==> config.mk <==
export PLATFORM = sky130hd
export DESIGN_NAME = digit_scan_ctrl
export DESIGN_NICKNAME = d
export VERILOG_FILES = /design/src/rtl/disp_pkg.sv /design/src/rtl/scan_prescaler.sv /design/src/rtl/digit_scan_ctrl.sv
export SDC_FILE = /design/constraint.sdc
export NUM_CORES = 1
export LEC_CHECK = 0
export BUFFER_PORTS_ARGS = -buffer_cell sky130_fd_sc_hd__buf_2
export CAP_MARGIN = 15
export CORE_MARGIN = 2
export CORE_UTILIZATION = 54
export DETAILED_ROUTE_END_ITERATION = 7
export HOLD_SLACK_MARGIN = 0.12
export PLACE_DENSITY = 0.78
export SLEW_MARGIN = 10
export SYNTH_ARGS = -nofsm -noshare
export SYNTH_HDL_FRONTEND = slang
export SYNTH_HIERARCHICAL = 1
export SYNTH_SLANG_ARGS = --single-unit
==> constraint.sdc <==
create_clock -name clk -period 2.8 [get_ports clk]
set_input_delay 0.42 -clock clk [delete_from_list [all_inputs] [get_ports clk]]
set_output_delay 0.42 -clock clk [all_outputs]
set_load 0.02 [all_outputs]
==> src/rtl/disp_pkg.sv <==
// disp_pkg: shared widths, types and the leading-zero blank rule for the digit scanner
package disp_pkg;
  localparam int NUM_DIGITS = 4;
  localparam int NIBBLE_W   = 4;
  localparam int DIG_W      = 2;
  localparam int VALUE_W    = 16;
  typedef logic [DIG_W-1:0] dig_sel_t;
  localparam logic [NUM_DIGITS-1:0] ANODE_OFF = 4'b1111;
  function automatic logic lz_blank(input dig_sel_t k, input logic [VALUE_W-1:0] v);
    return (k != '0) && ((v >> (NIBBLE_W * int'(k))) == '0);
  endfunction
endpackage

==> src/rtl/scan_prescaler.sv <==
// scan_prescaler: divides clk down to a one-cycle tick every CLK_DIV enabled cycles
module scan_prescaler #(
  parameter int CLK_DIV = 50000
) (
  input  logic clk,
  input  logic rst,
  input  logic enable,
  output logic tick
);
  localparam int CW = (CLK_DIV > 1) ? $clog2(CLK_DIV) : 1;
  logic [CW-1:0] count_q, count_d;
  // tick on the last count; count freezes while disabled
  always_comb begin
    tick = enable && (count_q == CW'(CLK_DIV - 1));
    count_d = tick ? '0 : count_q + CW'(enable);
  end
  // count register
  always_ff @(posedge clk) begin
    if (rst) count_q <= '0;
    else     count_q <= count_d;
  end
endmodule

==> src/rtl/digit_scan_ctrl.sv <==
// digit_scan_ctrl: 4-digit scan controller with frame-aligned value commit; LEADING_ZERO_BLANK_EN blanks leading zero digits
module digit_scan_ctrl
  import disp_pkg::*;
#(
  parameter int CLK_DIV = 50000
) (
  input  logic               clk,
  input  logic               rst,
  input  logic               enable,
  input  logic [VALUE_W-1:0] value_in,
  input  logic               load,
  output logic [VALUE_W-1:0] value,
  output logic [DIG_W-1:0]   dig_sel,
  output logic [NUM_DIGITS-1:0] anode_n,
  output logic               load_pending
);
  logic tick, frame, commit, blank;
  dig_sel_t dig_sel_q, dig_sel_d;
  logic [VALUE_W-1:0] value_q, value_d, pending_q, pending_d;
  logic [NUM_DIGITS-1:0] anode_n_q, anode_n_d;
  logic load_pending_q, load_pending_d;

  scan_prescaler #(.CLK_DIV(CLK_DIV)) u_prescaler (
    .clk    (clk),
    .rst    (rst),
    .enable (enable),
    .tick   (tick)
  );

  // slot advance, commit at frame boundary or while dark, anode decode for the slot being entered
  always_comb begin
    frame = tick && (dig_sel_q == dig_sel_t'(NUM_DIGITS - 1));
    commit = load_pending_q && (frame || !enable);
    dig_sel_d = tick ? dig_sel_q + 1'b1 : dig_sel_q;
    value_d = commit ? pending_q : value_q;
    pending_d = load ? value_in : pending_q;
    load_pending_d = load || (load_pending_q && !commit);
`ifdef LEADING_ZERO_BLANK_EN
    blank = lz_blank(dig_sel_d, value_d);
`else
    blank = 1'b0;
`endif
    anode_n_d = (enable && !blank) ? ~(NUM_DIGITS'(1) << dig_sel_d) : ANODE_OFF;
  end

  // state registers
  always_ff @(posedge clk) begin
    if (rst) begin
      dig_sel_q      <= '0;
      value_q        <= '0;
      pending_q      <= '0;
      anode_n_q      <= ANODE_OFF;
      load_pending_q <= 1'b0;
    end else begin
      dig_sel_q      <= dig_sel_d;
      value_q        <= value_d;
      pending_q      <= pending_d;
      anode_n_q      <= anode_n_d;
      load_pending_q <= load_pending_d;
    end
  end

  assign value        = value_q;
  assign dig_sel      = dig_sel_q;
  assign anode_n      = anode_n_q;
  assign load_pending = load_pending_q;
endmodule
Yosys cells after proc, flatten, opt, wreduce, memory -nomap -nowiden
Index checks and enable logic that the tools add are counted.
{"block": "classes", "addsub": 2, "mul": 0, "div": 0, "order_cmp": 0, "n_eq_ne": 2, "n_shift": 1, "muxes": 1, "bitwise_logic": 2, "reduce_logical": 10}
{"op": "16-bit by 1-bit adder with 16-bit output", "count": 1}
{"op": "16-bit == test (second input constant)", "count": 1}
{"op": "1-bit logical AND", "count": 4}
{"op": "4-bit inverter", "count": 1}
{"op": "2-bit OR reduction", "count": 2}
{"op": "1-bit by 2-bit << shifter with 4-bit output (first input constant)", "count": 1}
{"op": "2-bit by 1-bit adder with 2-bit output (second input constant)", "count": 1}
{"op": "2-bit == test (second input constant)", "count": 1}
{"op": "1-bit zero test", "count": 2}
{"op": "1-bit logical OR", "count": 2}
{"op": "2-bit 2-to-1 mux", "count": 1}
{"op": "1-bit inverter", "count": 1}
{"block": "word_totals", "regBits": 55, "latchBits": 0, "ramBits": 0, "romBits": 0, "input_bits": 20, "out_inout_bits": 23, "elab_cells": 24, "n_memories": 0}

Longest topological paths before layout
Gate-level depths: netlist (run 1).
{"block": "depth", "ltp_word": 8, "ltp_mapped": 9, "depth_no_buf": 6}

Modules after synthesis
The synthesis (run 1) kept the hierarchy.
{"module": "digit_scan_ctrl", "instances": 1, "cells_per_inst": 155, "area_per_inst_um2": 1581.5, "seq_area_each_um2": 780.7}
{"module": "scan_prescaler", "instances": 1, "cells_per_inst": 89, "area_per_inst_um2": 775.7, "seq_area_each_um2": 320.3}

Least setup slack after synthesis (run 1)
No wires, ideal clock.
{"block": "synth_path", "kind": "reg2reg", "from": "register u_prescaler.count_q[7]", "to": "register value_q[10] (netlist: value[10])", "setup_time_ns": 0.072, "t_arrival_ns": 2.441, "t_required_ns": 2.728, "path_slack_ns": 0.287, "stages_incl_launch_ff": 10, "n_path_buf": 3, "period_less_slack_ns": 2.513, "path_cell_list": "dfxtp_1 -> or4b_1 -> or4_4 -> nor4_1 -> buf_6 -> a21boi_2 -> nor2b_1 -> buf_6 -> buf_12 -> mux2i_1"}
{"block": "synth_via", "elab_chain_cells": 5}
{"item": "from (decl)", "line_no": "scan_prescaler.sv:11", "text": "logic [CW-1:0] count_q, count_d;"}
{"item": "from (signal assigned)", "line_no": "scan_prescaler.sv:20", "text": "else count_q <= count_d;"}
{"item": "16-bit == test", "line_no": "scan_prescaler.sv:14", "text": "tick = enable && (count_q == CW'(CLK_DIV - 1));"}
{"item": "1-bit logical AND", "line_no": "scan_prescaler.sv:14"}
{"item": "via tick", "line_no": "digit_scan_ctrl.sv:17", "text": "logic tick, frame, commit, blank;"}
{"item": "1-bit logical AND", "line_no": "digit_scan_ctrl.sv:32", "text": "frame = tick && (dig_sel_q == dig_sel_t'(NUM_DIGITS - 1));"}
{"item": "1-bit logical OR", "line_no": "digit_scan_ctrl.sv:33", "text": "commit = load_pending_q && (frame || !enable);"}
{"item": "1-bit logical AND", "line_no": "digit_scan_ctrl.sv:33"}
{"item": "to (signal assigned)", "line_no": "digit_scan_ctrl.sv:56", "text": "value_q <= value_d;"}
{"item": "to (decl)", "line_no": "digit_scan_ctrl.sv:19", "text": "logic [VALUE_W-1:0] value_q, value_d, pending_q, pending_d;"}
The timed path passes the listed nets, and every way through them passes these cells.
A chain may end at the register's enable or synchronous reset.

Final worst setup path (run 1)
{"block": "layout_path", "from": "register u_prescaler.count_q[7]", "to": "register value_q[13] (netlist: value[13])"}
Same word-level chain as after synthesis.

==> results of run 1 <==
-- layout by cell type (no fill, tap or decap) --
master    netlist  routed
dfxtp_1        55      55
buf_2           3      42
nor2_1         38      38
nand2b_1       33      33
mux2i_1        32      32
xnor2_1        12      12
nand2_1         7       7
inv_1           7       7
nand4_1         7       7
nor3_1          6       6
clkbuf_8        0       6
nand3_1         5       5
o21ai_0         4       4
buf_4           1       4
a21oi_1         3       3
ha_1            3       3
nor4_1          3       3
xor2_1          2       2
or2_2           2       2
nor2b_1         2       1
nor3b_1         1       1
a21boi_2        1       1
nor2b_2         0       1
and3_1          1       1
clkbuf_1        6       1
clkinv_4        0       1
buf_12          1       1
nand4b_1        1       1
or4b_1          1       1
or4_4           1       1
o41ai_4         1       1
o31ai_1         1       1
or4_1           1       1
-- area by class of cell --
type,instances,area [µm²]
fillers,373,1580
multi-input cells,168,1130
flip-flops and latches,55,1100
repair buffers,47,260
clock buffers,7,86.3
well taps,52,65.1
inverters,7,26.3
clock inverters,1,8.76
-- worst max-delay path, delay by kind of cell (launching register included) --
kind | cells | cell delay, ns
multiplexers | 1 | 0.20
flip-flops | 1 | 0.37
AND/OR/NAND/NOR | 4 | 1.63
AO/OA/AOI/OAI | 1 | 0.12
buffers and inverters | 1 | 0.19
-- report_power, final --
part / internal, µW / switching, µW / leakage [µW]
clock: 203 / 252 / 0.0000484
sequential: 804 / 12.5 / 0.000448
combinational: 53.1 / 54.7 / 0.000576
total: 1060 / 319 / 0.00107
-- per-stage QoR --
stage,hold WS (ns),instances,utilization [%],area (µm²)
floorplan,0.451,244,-,2360
global placement,0.459,329,60.7,2590
detailed placement,0.462,329,60.7,2590
CTS,0.339,337,62.9,2680
global route,0.353,337,62.9,2680
finish,0.346,337,62.9,2680
-- flip-flops by register name, summed over array words and instances, names as in the netlist --
signal and flops:
value 16, load_pending 1, anode_n 4, dig_sel 2, pending_q 16, u_prescaler/count_q 16
-- cells in the mapped netlist, drive strengths merged, types with 2 or more instances --
cell | n | area share [%]
nand2b | 33 | 8.8
xnor2 | 12 | 4.5
nor2b | 2 | 0.53
dfxtp | 55 | 47
clkbuf | 6 | 0.96
or2 | 2 | 0.53
inv | 7 | 1.1
nand3 | 5 | 1.1
nand4 | 7 | 1.9
a21oi | 3 | 0.64
nor2 | 38 | 6.1
or4 | 2 | 0.80
xor2 | 2 | 0.74
nand2 | 7 | 1.1
o21ai | 4 | 0.85
nor3 | 6 | 1.3
ha | 3 | 1.6
nor4 | 3 | 0.80
buf | 8 | 3.2
mux2i | 32 | 14
-- per-layer routing --
| metal | up-vias | routed length [µm] |
|---|---|---|
| li1 | 887 | - |
| met1 | 803 | 1920 |
| met2 | 27 | 1890 |
| met3 | 5 | 137 |
| met4 | 0 | 74 |
| met5 | - | 0 |
-- path summary, 6_finish.rpt --
| check | from | end | cells after the start |
|---|---|---|---|
| worst max-delay path | u_prescaler/count_q[7] | value[13] | 7 |
| worst min register to register | pending_q[7] | value[7] | 2 |
| worst max register to register | u_prescaler/count_q[7] | value[13] | 7 |
| worst min-delay path | value_in[6] | pending_q[6] | 3 |
-- cell families after synthesis --
group / Yosys count / share of synthesized area (%)
adder cells (fa/ha/maj): 3 / 1.59
buffers and inverters: 21 / 5.31
flip-flops: 55 / 46.7
AND/OR/NAND/NOR: 109 / 24.2
AO/OA/AOI/OAI: 10 / 3.45
multiplexers: 32 / 13.6
XOR/XNOR: 14 / 5.20
==> results_dict.tcl, run 1 <==
set metrics [dict create \
    critPathCaptureType "flip-flop" \
    pre_cts_ws_ns 0.226 \
    wl_per_cell_um 12.0 \
    hold_class "primary input to flip-flop" \
    h-tree-depth 2 \
    slowest_stage "or4b_1" \
    overflow 0 \
    met2_usage_pct 29.0 \
    synthFlopType "dfxtp_1" \
    grt_pass1_wl_um 7010 \
    synth_cell_types 31 \
    dieArea_um2 4910 \
    grtUsageMet3_pct 3.90 \
    rows 24 \
    core-area_um2 4260 \
    track_usage_pct 17.6 \
    fmax_mhz 388 \
    finalSetupTns_ns 0 \
    maxCapViolations 0 \
    dp_hpwl_um 2840 \
    clk_pin_slew_ns 0.09 \
    clock-root-buffer "clkbuf_8" \
    cts.path.max_buffers 2 \
    post-cts-setup-buffers 0 \
    grt.busiest_layer "met2" \
    die_w_um 70.1 \
    antenna_cells 0 \
    total_power_uw 1380 \
    synth_area_um2 2360 \
    drcViolationCount 0 \
    timing.final.crit_period_ns 2.58 \
    drive_above_1_share_pct 21.1 \
    synth_cells 244 \
    required_ns 3.04 \
    p_leak_uw 0.00107 \
    via_count 1722 \
    critPathMaxFanout 16 \
    finalSetupViolations 0 \
    yosys_register_bits 55 \
    pin_count 43 \
    synth-edff-count 0 \
    cp-start-kind "flip-flop" \
    final_antenna_net_count 0 \
    grt_max_degree 46 \
    relSlewSlack_pct 66.7 \
    fin_ws_ns 0.222 \
    yosysSeqAreaShare_pct 46.7 \
    cellPowerDensity_nw_per_um2 515 \
    wl_um 4030 \
    vias_per_cell 5.11 \
    hold_viol_final 0 \
    cts_buffers 5 \
    grt_pass1_vias 1605 \
    io_buffers 42 \
    cts.sinks 55 \
    synth_async_sr_flop_share_pct 0 \
    met1_usage_pct 21.8 \
    tightest_slew_ns 0.500 \
    clk_latency_ns 0.30 \
    slew_violations 0 \
    syn2layout_area_growth_pct 13.7 \
    slowest_delay_ns 0.54 \
    critical_path_class "flip-flop to flip-flop" \
    fin_crit_sh_pct 92.1 \
    first_iter_violations 69 \
    gp_congestion 0.877 \
    rsz0062_at_grt "no" \
    cts_tree "yes" \
    max-vdd-ir-drop_mv 0.410 \
    start_util_pct 55.3 \
    yosys_warnings 6 \
    synth.avg_cell_area_um2 9.66 \
    antenna_found_initial 0 \
    die_y_um 70.1 \
    outcome "completed" \
    fin_skew_ns 0.00646 \
    nets 307 \
    cp.arrival_ns 2.82 \
    cts-resized-gates 0 \
    drt-pass1-iter-count 4 \
    r2r_slack_ns 0.22 \
    syn_nets 267 \
    cts_hold_buffers 0 \
    crit_chain "or4b_1 > or4_4 > nor4_1 > a21boi_2 > nor2b_2 > buf_12 > mux2i_1" \
]
No activity file was read; power rests on OpenSTA's default activity.
==> inputs of run 2 (changes only) <==
--- a/config.mk
+++ b/config.mk
@@ -5,13 +5,14 @@
 export SDC_FILE = /design/constraint.sdc
 export NUM_CORES = 1
 export LEC_CHECK = 0
+export ABC_AREA = 1
 export BUFFER_PORTS_ARGS = -buffer_cell sky130_fd_sc_hd__buf_2
 export CAP_MARGIN = 15
 export CORE_MARGIN = 2
-export CORE_UTILIZATION = 54
+export CORE_UTILIZATION = 55
 export DETAILED_ROUTE_END_ITERATION = 7
 export HOLD_SLACK_MARGIN = 0.12
-export PLACE_DENSITY = 0.78
+export PLACE_DENSITY = 0.79
 export SLEW_MARGIN = 10
 export SYNTH_ARGS = -nofsm -noshare
 export SYNTH_HDL_FRONTEND = slang
==> run 2 against run 1 <==
Compared with the run above: clock-buffer cell count fell by 2; core utilization rose by 2.3 points; register-to-register slack improved by 0.57 ns; largest cell class is now registers; clock skew rose by 0.0075 ns; sequential share of layout area rose by 0.29 points; area after synthesis rose by 0.69%; via count rose by 18%; sequential cell count did not move.
==> results_dict.tcl, run 2 <==
set metrics [dict create \
    dpl_cell_area_um2 2560 \
    fillCellCount 381 \
    overflow 0 \
    drcViolationCount 0 \
    total_power_uw 1440 \
    sequentialPowerShare_pct 57.7 \
    critPathMaxFanout 32 \
    cp.arrival_ns 2.23 \
    synth_async_sr_flop_share_pct 0 \
    outcome "completed" \
    slowest_delay_ns 0.48 \
    antenna_cells 0 \
    dieArea_um2 4860 \
    synth.largest_area_cell "dfxtp_1" \
    post-cts-setup-buffers 0 \
    cellPowerDensity_nw_per_um2 543 \
    gp_congestion 0.805 \
    track_usage_pct 19.3 \
    h-tree-depth 2 \
    rsz0062_at_grt "no" \
    cp-start-kind "flip-flop" \
    grt_pass1_wl_um 7660 \
    yosys.cell_count.top_type "dfxtp_1" \
    start_util_pct 58.1 \
    cts_tree "yes" \
    timing.final.crit_period_ns 2.01 \
    swShare_pct 26.9 \
    synth_cell_types 26 \
    final_antenna_net_count 0 \
    synthMuxAreaShare_pct 0 \
    synth.avg_cell_area_um2 7.51 \
    power.share.clock_pct 32.6 \
    critical_path_class "flip-flop to flip-flop" \
    slowest_stage "dfxtp_1" \
    pwr-share-comb_pct 9.7 \
    synthAdderAreaFrac_pct 1.58 \
    yosysSeqAreaShare_pct 46.4 \
    nets 375 \
    internal_power_uw 1060 \
    cp_num_buf_inv 0 \
    yosys_register_bits 55 \
    hold_viol_final 0 \
    vias_per_cell 5.04 \
    cts_hold_buffers 0 \
    cts-resized-gates 0 \
    maxCapViolations 0 \
    path_delay_family "simple AND/OR/NAND/NOR gates" \
    pin_count 43 \
    synthXorXnorAreaFrac_pct 2.95 \
    syn_nets 339 \
    fin_crit_sh_pct 71.7 \
    drive_above_1_share_pct 19.0 \
    clock-root-buffer "clkbuf_8" \
    tightest_slew_ns 0.807 \
    max-vdd-ir-drop_mv 0.332 \
    antenna_found_initial 0 \
    rows 23 \
    syn2layout_area_growth_pct 12.2 \
    synth_compound_area_share_pct 11.6 \
    clk_pin_slew_ns 0.10 \
    fmax_mhz 498 \
    cts.path.max_buffers 2 \
    wl_um 4490 \
    critPathCaptureType "flip-flop" \
    seq_area_um2 1100 \
    fin_skew_ns 0.0140 \
    grt_pass1_vias 1747 \
    power.net_switching_uw 389 \
    final_cell_mix "dfxtp_1, nor2_1, nand2_1, buf_2, inv_1" \
    synth-edff-count 0 \
    finalSetupTns_ns 0 \
    multi_input_area_um2 1030 \
    hold_class "primary input to flip-flop" \
    crit_chain "nand2_1 > nor3_1 > nand3b_1 > nor3_1 > nand2_2 > nand2_4 > nand3_1 > nand2_1 > nor2_1" \
    synthTopCellsByArea "dfxtp_1, nor2_1, a21oi_1" \
    ys_top_cells_by_count "dfxtp_1, nor2_1, nand2_1" \
    post-route-cell-area_um2 2660 \
    die_y_um 69.7 \
    synth_top_area_share_pct 46.4 \
    cts.sinks 55 \
    io_buffers 42 \
    yosys_warnings 6 \
    drt-pass1-iter-count 4 \
    synth_top_family_by_area "simple AND/OR/NAND/NOR gates" \
    slew_violations 0 \
    via_count 2030 \
    first_iter_violations 76 \
    pre_cts_ws_ns 0.775 \
    final_common_cell "dfxtp_1" \
    synthFlopType "dfxtp_1" \
    core-area_um2 4090 \
    cts_buffers 5 \
    required_ns 3.02 \
    dp_hpwl_um 3110 \
    synth_area_um2 2370 \
    relSlewSlack_pct 46.1 \
    synth_simple_gate_area_share_pct 27.1 \
    synth_cells 316 \
    wl_per_cell_um 11.1 \
    finalSetupViolations 0 \
    grt_max_degree 34 \
    p_leak_uw 0.00111 \
    fin_ws_ns 0.794 \
    die_w_um 69.7 \
    clk_latency_ns 0.32 \
]
## run 2: cell types whose count changed after synthesis, sizes merged, moves of 16 or more
cell    previous run  this run
nand3              5        33
o21ai              4        20
nand2              7        50
nand2b            33         0
a21oi              3        33
inv                7        40
mux2i             32         0
## run 2: per-stage QoR
step	hold slack [ns]	util [%]	std cells
2_1_floorplan	0.430	-	316
3_3_place_gp	0.444	62.6	395
3_5_place_dp	0.451	62.6	395
4_1_cts	0.326	65.2	403
5_1_grt	0.323	65.2	403
6_report	0.335	65.2	403
## run 2: cell type report
class | instances | area share, %
flip-flops and latches | 55 | 41.4
multi-input cells | 207 | 38.6
repair buffers | 43 | 8.18
inverters | 40 | 5.64
clock buffers | 5 | 2.58
well taps | 50 | 2.35
clock inverters | 3 | 1.27
## run 2: layer usage
metal | wire [µm] | part of all wire (%) | up-vias | track usage [%]
met2 | 2130 | 47 | 42 | 31.2
li1 | - | - | 1084 | -
met5 | 0 | 0 | - | 0
met1 | 2130 | 48 | 901 | 25.3
met3 | 211 | 4.7 | 3 | 6.25
met4 | 19 | 0.42 | 0 | 4.49
## run 2: cells by family (layout without fill, tap and decap cells)
kind of cell / Yosys count / count (layout)
adders and majority gates: 3 / 3
and+or+nand+nor: 142 / 142
AOI/OAI and AO/OA: 54 / 54
xor gates and xnor gates: 8 / 8
DFF: 55 / 55
buffers and inverters: 54 / 91
## run 2: power groups by stage
stage | clock network [µW] | logic (µW) | registers [µW]
final | 471 | 140 | 833
after global routing | 526 | 160 | 837
after CTS | 485 | 141 | 833
after detailed placement | 0 | 141 | 851
after global placement | 0 | 138 | 851
after floorplan | 0 | 89.9 | 864
## run 2: worst paths after layout
check | from | end | slack (ns) | depth (start not counted)
setup / recovery | u_prescaler/count_q[3] | value[1] | 0.79 | 9
hold / removal | rst | load_pending | 0.33 | 2
setup reg to reg | u_prescaler/count_q[3] | value[1] | 0.79 | 9
hold reg to reg | pending_q[0] | pending_q[0] | 0.46 | 2
